[config.mk]
export PLATFORM = sky130hd
export DESIGN_NAME = mul_seq
export DESIGN_NICKNAME = d
export VERILOG_FILES = /design/src/rtl/mul_seq.sv
export SDC_FILE = /design/constraint.sdc
export NUM_CORES = 1
export LEC_CHECK = 0
export CAP_MARGIN = 10
export CORE_UTILIZATION = 33
export CTS_CLUSTER_SIZE = 40
export DETAILED_ROUTE_END_ITERATION = 10
export PLACE_DENSITY_LB_ADDON = 0.3
export SLEW_MARGIN = 20
export SYNTH_ARGS = -nofsm -noshare
export SYNTH_HDL_FRONTEND = slang
export SYNTH_SLANG_ARGS = --single-unit
[constraint.sdc]
create_clock -name clk -period 6.5 [get_ports clk]
set_input_delay 1.3 -clock clk [delete_from_list [all_inputs] [get_ports clk]]
set_output_delay 1.3 -clock clk [all_outputs]
set_load 0.1 [all_outputs]
[src/rtl/mul_seq.sv]
// mul_seq: multi-cycle MUL/MLA sequencer driving an ALU through a shift-and-add loop.
// Ports:
//   clk, rst                  clock, asynchronous active-high reset
//   start, accumulate         issue request, MLA select (captured with start)
//   op_a, op_b, op_acc        multiplicand, multiplier, addend (captured with start)
//   flush                     synchronous abort of an in-flight operation
//   busy, done                high while iterating / one-cycle completion pulse
//   result, flag_n, flag_z    low product bits (+ addend) with N/Z flags, held until next completion

// Team ALU: combinational function unit selected by selectCase.
module alu #(
    parameter int unsigned W = 32
) (
    input  logic [3:0]   selectCase,
    input  logic [W-1:0] a,
    input  logic [W-1:0] b,
    output logic [W-1:0] out
);
    always_comb begin
        out = a;
        case (selectCase)
            4'd0:    out = a + b;
            4'd1:    out = a - b;
            4'd2:    out = a & b;
            4'd3:    out = a | b;
            4'd4:    out = a ^ b;
            default: out = a;
        endcase
    end
endmodule

module mul_seq #(
    parameter int unsigned size = 32
) (
    input  logic            clk,
    input  logic            rst,
    input  logic            start,
    input  logic            accumulate,
    input  logic [size-1:0] op_a,
    input  logic [size-1:0] op_b,
    input  logic [size-1:0] op_acc,
    input  logic            flush,
    output logic            busy,
    output logic            done,
    output logic [size-1:0] result,
    output logic            flag_n,
    output logic            flag_z
);
    localparam int unsigned CW = $clog2(size) + 1;

    typedef enum logic [1:0] {
        S_IDLE = 2'd0,
        S_ITER = 2'd1,
        S_DONE = 2'd2
    } state_t;

    state_t          state;
    state_t          state_nxt;
    logic [size-1:0] mcand;
    logic [size-1:0] mplier;
    logic [size-1:0] acc;
    logic [CW-1:0]   cnt;
    logic [3:0]      alu_sel;
    logic [size-1:0] alu_a;
    logic [size-1:0] alu_b;
    logic [size-1:0] alu_out;
    logic            loop_end;

    // The loop ends early once no multiplier bits remain.
    assign loop_end = (mplier == '0) || (cnt == CW'(size));

    alu #(.W(size)) u_alu (
        .selectCase (alu_sel),
        .a          (alu_a),
        .b          (alu_b),
        .out        (alu_out)
    );

    // State register.
    always_ff @(posedge clk or posedge rst) begin
        if (rst) begin
            state <= S_IDLE;
        end else begin
            state <= state_nxt;
        end
    end

    // Next-state logic; flush outranks loop completion.
    always_comb begin
        state_nxt = state;
        case (state)
            S_IDLE: if (start) state_nxt = S_ITER;
            S_ITER: begin
                if (flush)         state_nxt = S_IDLE;
                else if (loop_end) state_nxt = S_DONE;
            end
            S_DONE:  state_nxt = S_IDLE;
            default: state_nxt = S_IDLE;
        endcase
    end

    // ALU drive: add acc + mcand while iterating, otherwise idle at zero.
    always_comb begin
        alu_sel = 4'd0;
        alu_a   = '0;
        alu_b   = '0;
        if (state == S_ITER) begin
            alu_a = acc;
            alu_b = mcand;
        end
    end

    // Datapath registers.
    always_ff @(posedge clk or posedge rst) begin
        if (rst) begin
            mcand  <= '0;
            mplier <= '0;
            acc    <= '0;
            cnt    <= '0;
            result <= '0;
            flag_n <= 1'b0;
            flag_z <= 1'b0;
        end else begin
            case (state)
                S_IDLE: begin
                    if (start) begin
                        mcand  <= op_a;
                        mplier <= op_b;
                        acc    <= accumulate ? op_acc : '0;
                        cnt    <= '0;
                    end
                end
                S_ITER: begin
                    if (!flush) begin
                        if (loop_end) begin
                            result <= acc;
                            flag_n <= acc[size-1];
                            flag_z <= (acc == '0);
                        end else begin
                            if (mplier[0]) acc <= alu_out;
                            mcand  <= mcand << 1;
                            mplier <= mplier >> 1;
                            cnt    <= cnt + CW'(1);
                        end
                    end
                end
                default: ;
            endcase
        end
    end

    // busy/done registered from the next state so they align with the state register.
    always_ff @(posedge clk or posedge rst) begin
        if (rst) begin
            busy <= 1'b0;
            done <= 1'b0;
        end else begin
            busy <= (state_nxt == S_ITER);
            done <= (state_nxt == S_DONE);
        end
    end
endmodule

==> flow_summary.toml <==
[status]
status = "complete, no violations"

[placed_design]
place.port_buffers = 136
gp_congestion = 0.875
placed_area_um2 = 9880
dp.cells = 1378
dp_hpwl_um = 16700

[route]
routed_wl_um = 23300
ant_nets = 0
vias = 7297
drc = 0
wire_per_inst_um = 16.5
drtIter0Drc = 482
first_pass_iters = 5
drt-vias-per-instance = 5.18

[critical_path]
worstPathRequired_ps = 6800
start_kind = "flip-flop"
rrSetupSlack_ps = 2720
end_kind = "flip-flop"
critPathArrivalTime_ps = 4080
path_max_fanout = 65
rr_startpoint = "state[1]$_DFF_PP0_"
ff2ff_path_depth = 12
r2r-end = "acc[31]$_DFFE_PP0P_"
path_class = "reg -> reg"

[global_route]
use_met3 = 0.0328
globalRouteTotalUtil = 0.186
grtUsageMet2 = 0.303
grt_max_degree = 92
top_usage_layer = "met2"
met1_usage = 0.248
grt_pass1_vias = 7087
antenna_found_initial = 0
grt-ovfl-total = 0
grt_pass1_wl_um = 37500

[floorplan]
core_um2 = 24500
rows = 57
dieArea_um2 = 25800
initial_core_util = 0.339
die_w_um = 161
ios = 137
die_y_um = 161

[power]
peakVddDrop_uv = 141
power.switching_mw = 1.26
comb_power_share = 0.342
powerDensity_nw_per_um2 = 324
p_leak_nw = 4.60
swShare = 0.374
p_int_mw = 2.12
power_mw = 3.38
clkPwrFrac = 0.272
pwr-share-seq = 0.387

[worst_hold_path]
min_path_cells = 2
hold_class = "reg -> reg"
whs_endpoint = "result[1]$_DFFE_PP0P_"
hold_start = "result[1]$_DFFE_PP0P_"

[cts]
cts_tree = "built"
htreeDepth = 4
cts_buffers = 17
cts_sinks = 139
cts_setup_buffers = 0
clockBufferDepth = 2
clk_latency_ps = 420
cts_root_buf = "clkbuf_16"
cts_resized = 0
postCtsHoldBufs = 0
path_clk_slew_ps = 60

[timing]
setup_viol = 0
tns_ps = 0
slew_headroom = 0.295
skew_ps = 11.9
tightest_slew_ps = 1050
maxSlewViolCount = 0
period_share = 0.582
fin_crit_ps = 3780
final_hold_viol_count = 0
rsz0062_at_grt = "no"
timing.fmax_ghz = 0.265

[logic_synthesis]
synth_edf_count = 0
synthCells = 971
synth-main-ff-cell = "dfrtp_1"
synth_seq_area_share = 0.419
async_flop_share = 1.00
ys_ff_latch = 139
synth_warnings = 0
synth_cell_types = 71
avgSynthCellArea_um2 = 8.55
syn_area_um2 = 8300
mappedNetlistNets = 1106

[final_layout]
fin_nets = 1208
final-instance-count-excl-fill = 1409
drive_above_1_share = 0.0654
final_area_um2 = 10400
antenna_cells = 0
final_util = 0.426
syn_to_final_growth_pct = 25.6

[flow_run]
cap_violations = 0
[kinds of logic after synthesis]
kind of cell / Yosys count / synth area share
AND/OR/NAND/NOR: 457 / 0.255
flip-flops: 139 / 0.419
XOR/XNOR: 27 / 0.0285
buffers and inverters: 75 / 0.0381
AO/OA/AOI/OAI: 204 / 0.165
multiplexers: 35 / 0.0422
adder cells (fa/ha/maj): 34 / 0.0522
[cell type report]
type                            count  area, µm²
Clock buffer                       20        447
Clock inverter                     11       97.6
Fill cell                        2425      14000
Inverter                           14       57.6
Multi-Input combinational cell    757       4510
Sequential cell                   139       3480
Tap cell                          324        405
Timing Repair Buffer              144       1420
[routing by layer]
metal,vias to the layer above,routed length [µm],share of wire
met2,204,11200,0.48
met5,-,0,0
met1,3511,10600,0.46
li1,3556,-,-
met4,0,448,0.019
met3,26,1080,0.046
[Yosys cell counts, types with 17 or more instances]
cell type / instances / area (µm²)
a21oi_1: 64 / 320
a31oi_1: 46 / 288
and2_1: 61 / 382
clkbuf_1: 48 / 180
dfrtp_1: 139 / 3480
ha_1: 33 / 413
mux2i_1: 35 / 350
nand2_1: 196 / 736
nand3_1: 27 / 135
nor2_1: 111 / 417
nor4_1: 17 / 106
o21ai_0: 29 / 145
[power by group through the flow]
stage	combinational (mW)	clock, mW	sequential, mW
2_1_floorplan	0.904	0	1.24
4_1_cts	1.16	0.936	1.31
5_1_grt	1.29	0.973	1.34
3_3_place_gp	1.13	0	1.32
6_report	1.15	0.918	1.31
3_5_place_dp	1.15	0	1.32
[per-stage QoR]
step,hold WS [ps],setup WS (ps)
after floorplan,471,1480
after global placement,461,2570
after detailed placement,462,2540
after CTS,477,2730
after global routing,495,2460
final,471,2720
[sequential cells by signal (all words and copies together) (netlist names)]
| name | count |
|---|---|
| mcand | 32 |
| cnt | 6 |
| flag_z | 1 |
| done | 1 |
| result | 32 |
| busy | 1 |
| mplier | 32 |
| state | 2 |
| acc | 32 |
[worst max-delay path, cell delays in order (launching register included)]
cell and delay [ps]:
dfrtp_1 380, and2b_4 680, buf_4 560, and2_1 250
ha_1 310, nand3_1 150, nor2_1 70, a31o_2 250
a21oi_1 320, nor3b_1 110, o21ai_0 200, o21ai_0 140
a211o_1 240
[worst max path at each step]
stage / to / start / cells past startpoint / slack, ps
final: acc[31]$_DFFE_PP0P_ / state[1]$_DFF_PP0_ / 12 / 2720
after global routing: acc[31]$_DFFE_PP0P_ / state[1]$_DFF_PP0_ / 12 / 2460
after CTS: acc[31]$_DFFE_PP0P_ / state[1]$_DFF_PP0_ / 12 / 2730
after detailed placement: acc[28]$_DFFE_PP0P_ / start / 8 / 2540
after global placement: acc[28]$_DFFE_PP0P_ / start / 8 / 2570
after floorplan: acc[0]$_DFFE_PP0P_ / rst / 1 / 1480
[cells in the final DEF, fill, tap and decap left out, drive strengths merged, types with 2 or more instances in the layout]
cell,instances
nor2,112
nand4b,2
a211o,2
and2,63
nor3b,2
inv,14
a31oi,49
clkinv,6
o211ai,6
clkinvlp,4
mux2i,35
clkbuf,20
nand3,28
buf,8
o21ai,38
o31ai,2
a21o,16
a221oi,7
a21oi,67
clkdlybuf4s50,136
a311oi,2
nand4,9
or2,2
nor3,3
nand2,197
xor2,12
xnor2,15
or3,6
o21bai,2
nor4,17
and2b,2
dfrtp,139
and3,5
o221ai,3
ha,33
nand2b,5
Note: power is estimated with default switching activity, not from simulation.
==> RTL change 1 (config.mk and constraints unchanged) <==
Set the parameter `size` to 64 (it was 32).
--- a/src/rtl/mul_seq.sv
+++ b/src/rtl/mul_seq.sv
@@ -31,5 +31,5 @@
 
 module mul_seq #(
-    parameter int unsigned size = 32
+    parameter int unsigned size = 64
 ) (
     input  logic            clk,
Ports: changed (resized op_a, op_acc, op_b and result); port bits go from 137 to 265. The function was not compared with the original's and may differ.
==> RTL change 1 against the unedited design <==
Via count is 99% higher; clock power increased by 130%; critical path depth is 2 higher; maximum frequency shrank 16%; setup slack got worse by 0.75 ns; area after synthesis up 95%; design area is 97% higher; sequential cell count is 129 higher; routed wire length increased by 130%; combinational power rose by 90%; power is 100% higher; core utilization increased by 0.21 points; critical path type unchanged; critical endpoint is now acc[51].
==> RTL change 1: results (changes against the unedited design) <==
stage;metric;value;unit;change
placed_design;worst slack, placed;1.97;ns;was 2.54 ns
placed_design;Final GP Congestion;0.932;;was 0.875
cts;H-tree levels;2;;was 4
critical_path;CP Max Fanout;66;;was 65
cts;Max clock buf depth;3;;was 2
grt;gr usage total;0.210;;was 0.186
finish;clock buf count;44;;was 20
yosys;sequential share of the synthesized area;0.415;;was 0.419
route;via/cell ratio;5.39;;was 5.18
yosys;Synth Area in Compound Gates;0.181;;was 0.165
critical_path;WP data arrival;4.92;ns;was 4.08 ns
yosys;adder-cell share of the synthesized area;0.0515;;was 0.0522
grt;vias in the first global route;14300;;was 7087
finish;layout cell share with drive strength beyond 1;0.0447;;was 0.0654
critical_path;RR Endpoint;acc[51];;was acc[31]
power;static leakage;9.23;nW;was 4.60 nW
yosys;largest cells by area after synthesis;dfrtp_1, nand2_1, and2_1;;was dfrtp_1, nand2_1, nor2_1
finish;Non-clk bufs;280;;was 144
grt;largest net degree at the start of global routing;163;;was 92
yosys;Syn Nets;2127;;was 1106
grt;initial antenna violation count;4;;was 0
route;WL final;53000;um;was 23300 um
run_status;status;finished, final reports clean;;unchanged
route;met2 WL;24300;um;was 11200 um
yosys;mux cell area share after synthesis;0.0396;;was 0.0422
finish;buffering overhead;0.136;;about the same
grt;met1 Use GR;0.281;;was 0.248
RTL change 1: power by group:
part | internal, W | leakage, nW | switching, W
combinational | 0.000933 | 5.22 | 0.00124
clock | 0.00129 | 0.602 | 0.000795
sequential | 0.00208 | 3.41 | 0.000424
RTL change 1: worst min path at each step:
stage / slack [ns] / depth (start not counted) / to / startpoint
after detailed placement: 0.46 / 2 / result[9] / result[9]
after global routing: 0.50 / 2 / result[54] / result[54]
final: 0.47 / 2 / result[42] / result[42]
after CTS: 0.48 / 2 / result[54] / result[54]
after floorplan: 0.46 / 1 / mcand[0] / mcand[0]
after global placement: 0.46 / 2 / result[38] / result[38]
RTL change 1: worst max-delay path, cell delays in order (launching register included):
cell	delay, ns
dfrtp_1	0.48
nor2b_4	0.20
buf_4	0.47
and2_1	0.24
ha_1	0.27
nand4_1	0.17
nor3_1	0.29
nand2_1	0.12
a2111oi_0	0.80
o21ai_0	0.21
nand2_1	0.19
a21oi_1	0.15
o311ai_0	0.48
xnor2_1	0.18
o211ai_1	0.10
==> RTL change 2 (same flow settings) <==
Made on the original files. Add an input register stage for `start`, `accumulate`, `op_a`, `op_b`, `op_acc` and `flush`, without a reset; this delays them by one clock.
--- a/src/rtl/mul_seq.sv
+++ b/src/rtl/mul_seq.sv
@@ -55,4 +55,20 @@
     } state_t;
 
+    logic start_q;
+    logic accumulate_q;
+    logic [size-1:0] op_a_q;
+    logic [size-1:0] op_b_q;
+    logic [size-1:0] op_acc_q;
+    logic flush_q;
+
+    always_ff @(posedge clk) begin
+        start_q      <= start;
+        accumulate_q <= accumulate;
+        op_a_q       <= op_a;
+        op_b_q       <= op_b;
+        op_acc_q     <= op_acc;
+        flush_q      <= flush;
+    end
+
     state_t          state;
     state_t          state_nxt;
@@ -90,7 +106,7 @@
         state_nxt = state;
         case (state)
-            S_IDLE: if (start) state_nxt = S_ITER;
+            S_IDLE: if (start_q) state_nxt = S_ITER;
             S_ITER: begin
-                if (flush)         state_nxt = S_IDLE;
+                if (flush_q)         state_nxt = S_IDLE;
                 else if (loop_end) state_nxt = S_DONE;
             end
@@ -124,13 +140,13 @@
             case (state)
                 S_IDLE: begin
-                    if (start) begin
-                        mcand  <= op_a;
-                        mplier <= op_b;
-                        acc    <= accumulate ? op_acc : '0;
+                    if (start_q) begin
+                        mcand  <= op_a_q;
+                        mplier <= op_b_q;
+                        acc    <= accumulate_q ? op_acc_q : '0;
                         cnt    <= '0;
                     end
                 end
                 S_ITER: begin
-                    if (!flush) begin
+                    if (!flush_q) begin
                         if (loop_end) begin
                             result <= acc;
Check against the original RTL: not equivalent (Yosys sat finds a counterexample within 4 cycles, from zero or initial values and one cycle with rst high).
==> RTL change 2 against the unedited design <==
Sequential cell count grew 99; design area grew 21%; global-route usage shrank 1.7 points; routed wire length grew 9.9%; area after synthesis grew 21%; setup slack gained 0.12 ns; power grew 31%; first-iteration DRC count shrank 3.1%; count of clock-buffer cells in the layout grew 18; die area grew 21%.
==> RTL change 2: results (changes against the unedited design) <==
stage;metric;value;unit;change
critical_path;Top Family by Delay on Critical Path;compound AO/OA/AOI/OAI gates;;was simple AND/OR/NAND/NOR gates
cts;Worst-Skew Late Latency;0.53;ns;was 0.42 ns
placed_design;Final GP Congestion;0.887;;was 0.875
yosys;Distinct cells, synth;60;;was 71
placed_design;IO Port Bufs;136;;unchanged
cts;clock root cell;clkbuf_16;;unchanged
cts;cts bufs inserted;26;;was 17
placed_design;worst slack, placed;2.83;ns;was 2.54 ns
route;first drt pass iteration count;5;;unchanged
power;switching power total;0.00139;W;was 0.00126 W
yosys;sequential share of the synthesized area;0.544;;was 0.419
hold_path;worst hold-check path type;flop to flop;;unchanged
yosys;most instantiated cells after synthesis;nand2_1, dfrtp_1, dfxtp_1, and2_1, nor2_1;;was nand2_1, dfrtp_1, nor2_1, a21oi_1, and2_1
route;met2 WL;11800;um;was 11200 um
cts;Post-CTS Setup Bufs;0;;unchanged
grt;vias in the first global route;7979;;was 7087
yosys;post-synthesis cell count;1045;;was 971
critical_path;WP data arrival;4.07;ns;was 4.08 ns
power;worst vdd ir;173;uV;was 141 uV
cts;post-CTS sizing;0;;unchanged
grt;largest net degree at the start of global routing;99;;was 92
placed_design;hpwl dp;17500;um;was 16700 um
run_status;status;finished, final reports clean;;unchanged
timing;slew margin rel.;0.335;;was 0.295
critical_path;Max stage delay on crit path;0.40;ns;was 0.68 ns
grt;initial antenna violation count;0;;unchanged
cts;Max clock buf depth;3;;was 2
finish;Finished Layout Cells;1575;;was 1409
timing;clock skew;0.0134;ns;was 0.0119 ns
grt;gr usage total;0.168;;was 0.186
route;Post-DRT Antenna Nets;0;;unchanged
finish;layout cell share with drive strength beyond 1;0.0591;;was 0.0654
cts;clock transition at the registers of the reported paths;0.06;ns;about the same
power;static leakage;5.57;nW;was 4.60 nW
route;via/cell ratio;4.90;;was 5.18
placed_design;placed insts;1527;;was 1378
finish;antenna cell count;0;;unchanged
finish;Post-layout nets;1300;;was 1208
yosys;Synth warnings;0;;unchanged
route;Routed wire per std cell;16.3;um;was 16.5 um
yosys;Async S/R FF share, synth;0.584;;was 1.00
route;top routing layer used;met4;;unchanged
timing;total negative slack;0;ns;unchanged
yosys;largest cells by area after synthesis;dfrtp_1, dfxtp_1, nand2_1;;was dfrtp_1, nand2_1, nor2_1
route;routed metal-1 wirelength;11900;um;was 10600 um
timing;period utilization;0.563;;was 0.582
grt;first-pass GRT wire length;41900;um;was 37500 um
route;Starting DRT DRC Count;467;;was 482
yosys;Synth Area in XOR/XNOR;0.0244;;was 0.0285
critical_path;Crit-path slowest cell;dfrtp_1;;was and2b_4
cts;H-tree levels;1;;was 4
route;met3 WL;1320;um;was 1080 um
yosys;adder-cell share of the synthesized area;0.0431;;was 0.0522
yosys;Syn Nets;1180;;was 1106
critical_path;CP Max Fanout;68;;was 65
yosys;Synth Area in Compound Gates;0.137;;was 0.165
yosys;mux cell area share after synthesis;0.00411;;was 0.0422
RTL change 2: cell types whose count changed after synthesis, sizes merged, moves of 5 or more:
cell / before / now
a21o: 16 / 10
a21oi: 67 / 47
a221o: 1 / 33
and2: 63 / 96
dfxtp: 0 / 99
mux2i: 35 / 3
nand2: 197 / 189
nand3: 28 / 21
nor2: 112 / 91
nor3: 3 / 16
or3: 6 / 1
RTL change 2: worst register-to-register path: stages (launching register included):
cell	delay, ns
dfrtp_1	0.40
inv_1	0.16
nor2_4	0.06
buf_4	0.32
and2_1	0.28
ha_1	0.22
fa_1	0.41
a21o_1	0.21
a221o_1	0.35
nand3_2	0.12
a21oi_2	0.08
o21ai_2	0.23
a211oi_2	0.12
or3_1	0.32
a32oi_1	0.20
o21ai_1	0.07
RTL change 2: area by class of cell:
type                       count  area (um2)
inverter                      18        72.6
tap                          390         488
fill                        2991       17200
clock buffer                  38         768
sequential                   238        5460
timing repair buffer         148        1450
clock inverter                10        90.1
multi-input combinational    733        4310
RTL change 2: cells by family (layout without fill, tap and decap cells):
family / Yosys count / in the layout
AOI/OAI and AO/OA: 200 / 200
xor gates and xnor gates: 28 / 28
adders and majority gates: 34 / 34
buffers and inverters: 74 / 214
DFF: 238 / 238
muxes: 4 / 4
and+or+nand+nor: 467 / 467
RTL change 2: power groups by stage:
stage / Sequential (W) / Combinational (W) / Clock, W
after CTS: 0.00195 / 0.00104 / 0.00150
after global placement: 0.00197 / 0.00102 / 0
after floorplan: 0.00189 / 0.000778 / 0
final: 0.00195 / 0.00103 / 0.00146
after detailed placement: 0.00197 / 0.00103 / 0
after global routing: 0.00198 / 0.00117 / 0.00156
RTL change 2: stage by stage:
step / power, W / hold WS, ns / instance area (um2)
3_3_place_gp: 0.00299 / 0.438 / 11800
5_1_grt: 0.00471 / 0.469 / 12600
6_report: 0.00443 / 0.449 / 12600
4_1_cts: 0.00448 / 0.451 / 12600
3_5_place_dp: 0.00300 / 0.442 / 11800
2_1_floorplan: 0.00267 / 0.431 / 10000
RTL change 2: path summary, 6_finish.rpt:
path,cells after the start,endpoint,startpoint
setup / recovery,15,acc[26],state[0]
hold / removal,2,mplier[16],op_b_q[16]
setup reg to reg,15,acc[26],state[0]
hold reg to reg,2,mplier[16],op_b_q[16]
max in group asynchronous,3,mplier[15],rst
min in group asynchronous,2,done,rst
RTL change 2: routing by layer:
metal,global-route usage,vias to the layer above
li1,-,3841
met3,0.0304,39
met2,0.274,176
met4,0.0478,0
met5,0,-
met1,0.228,3659
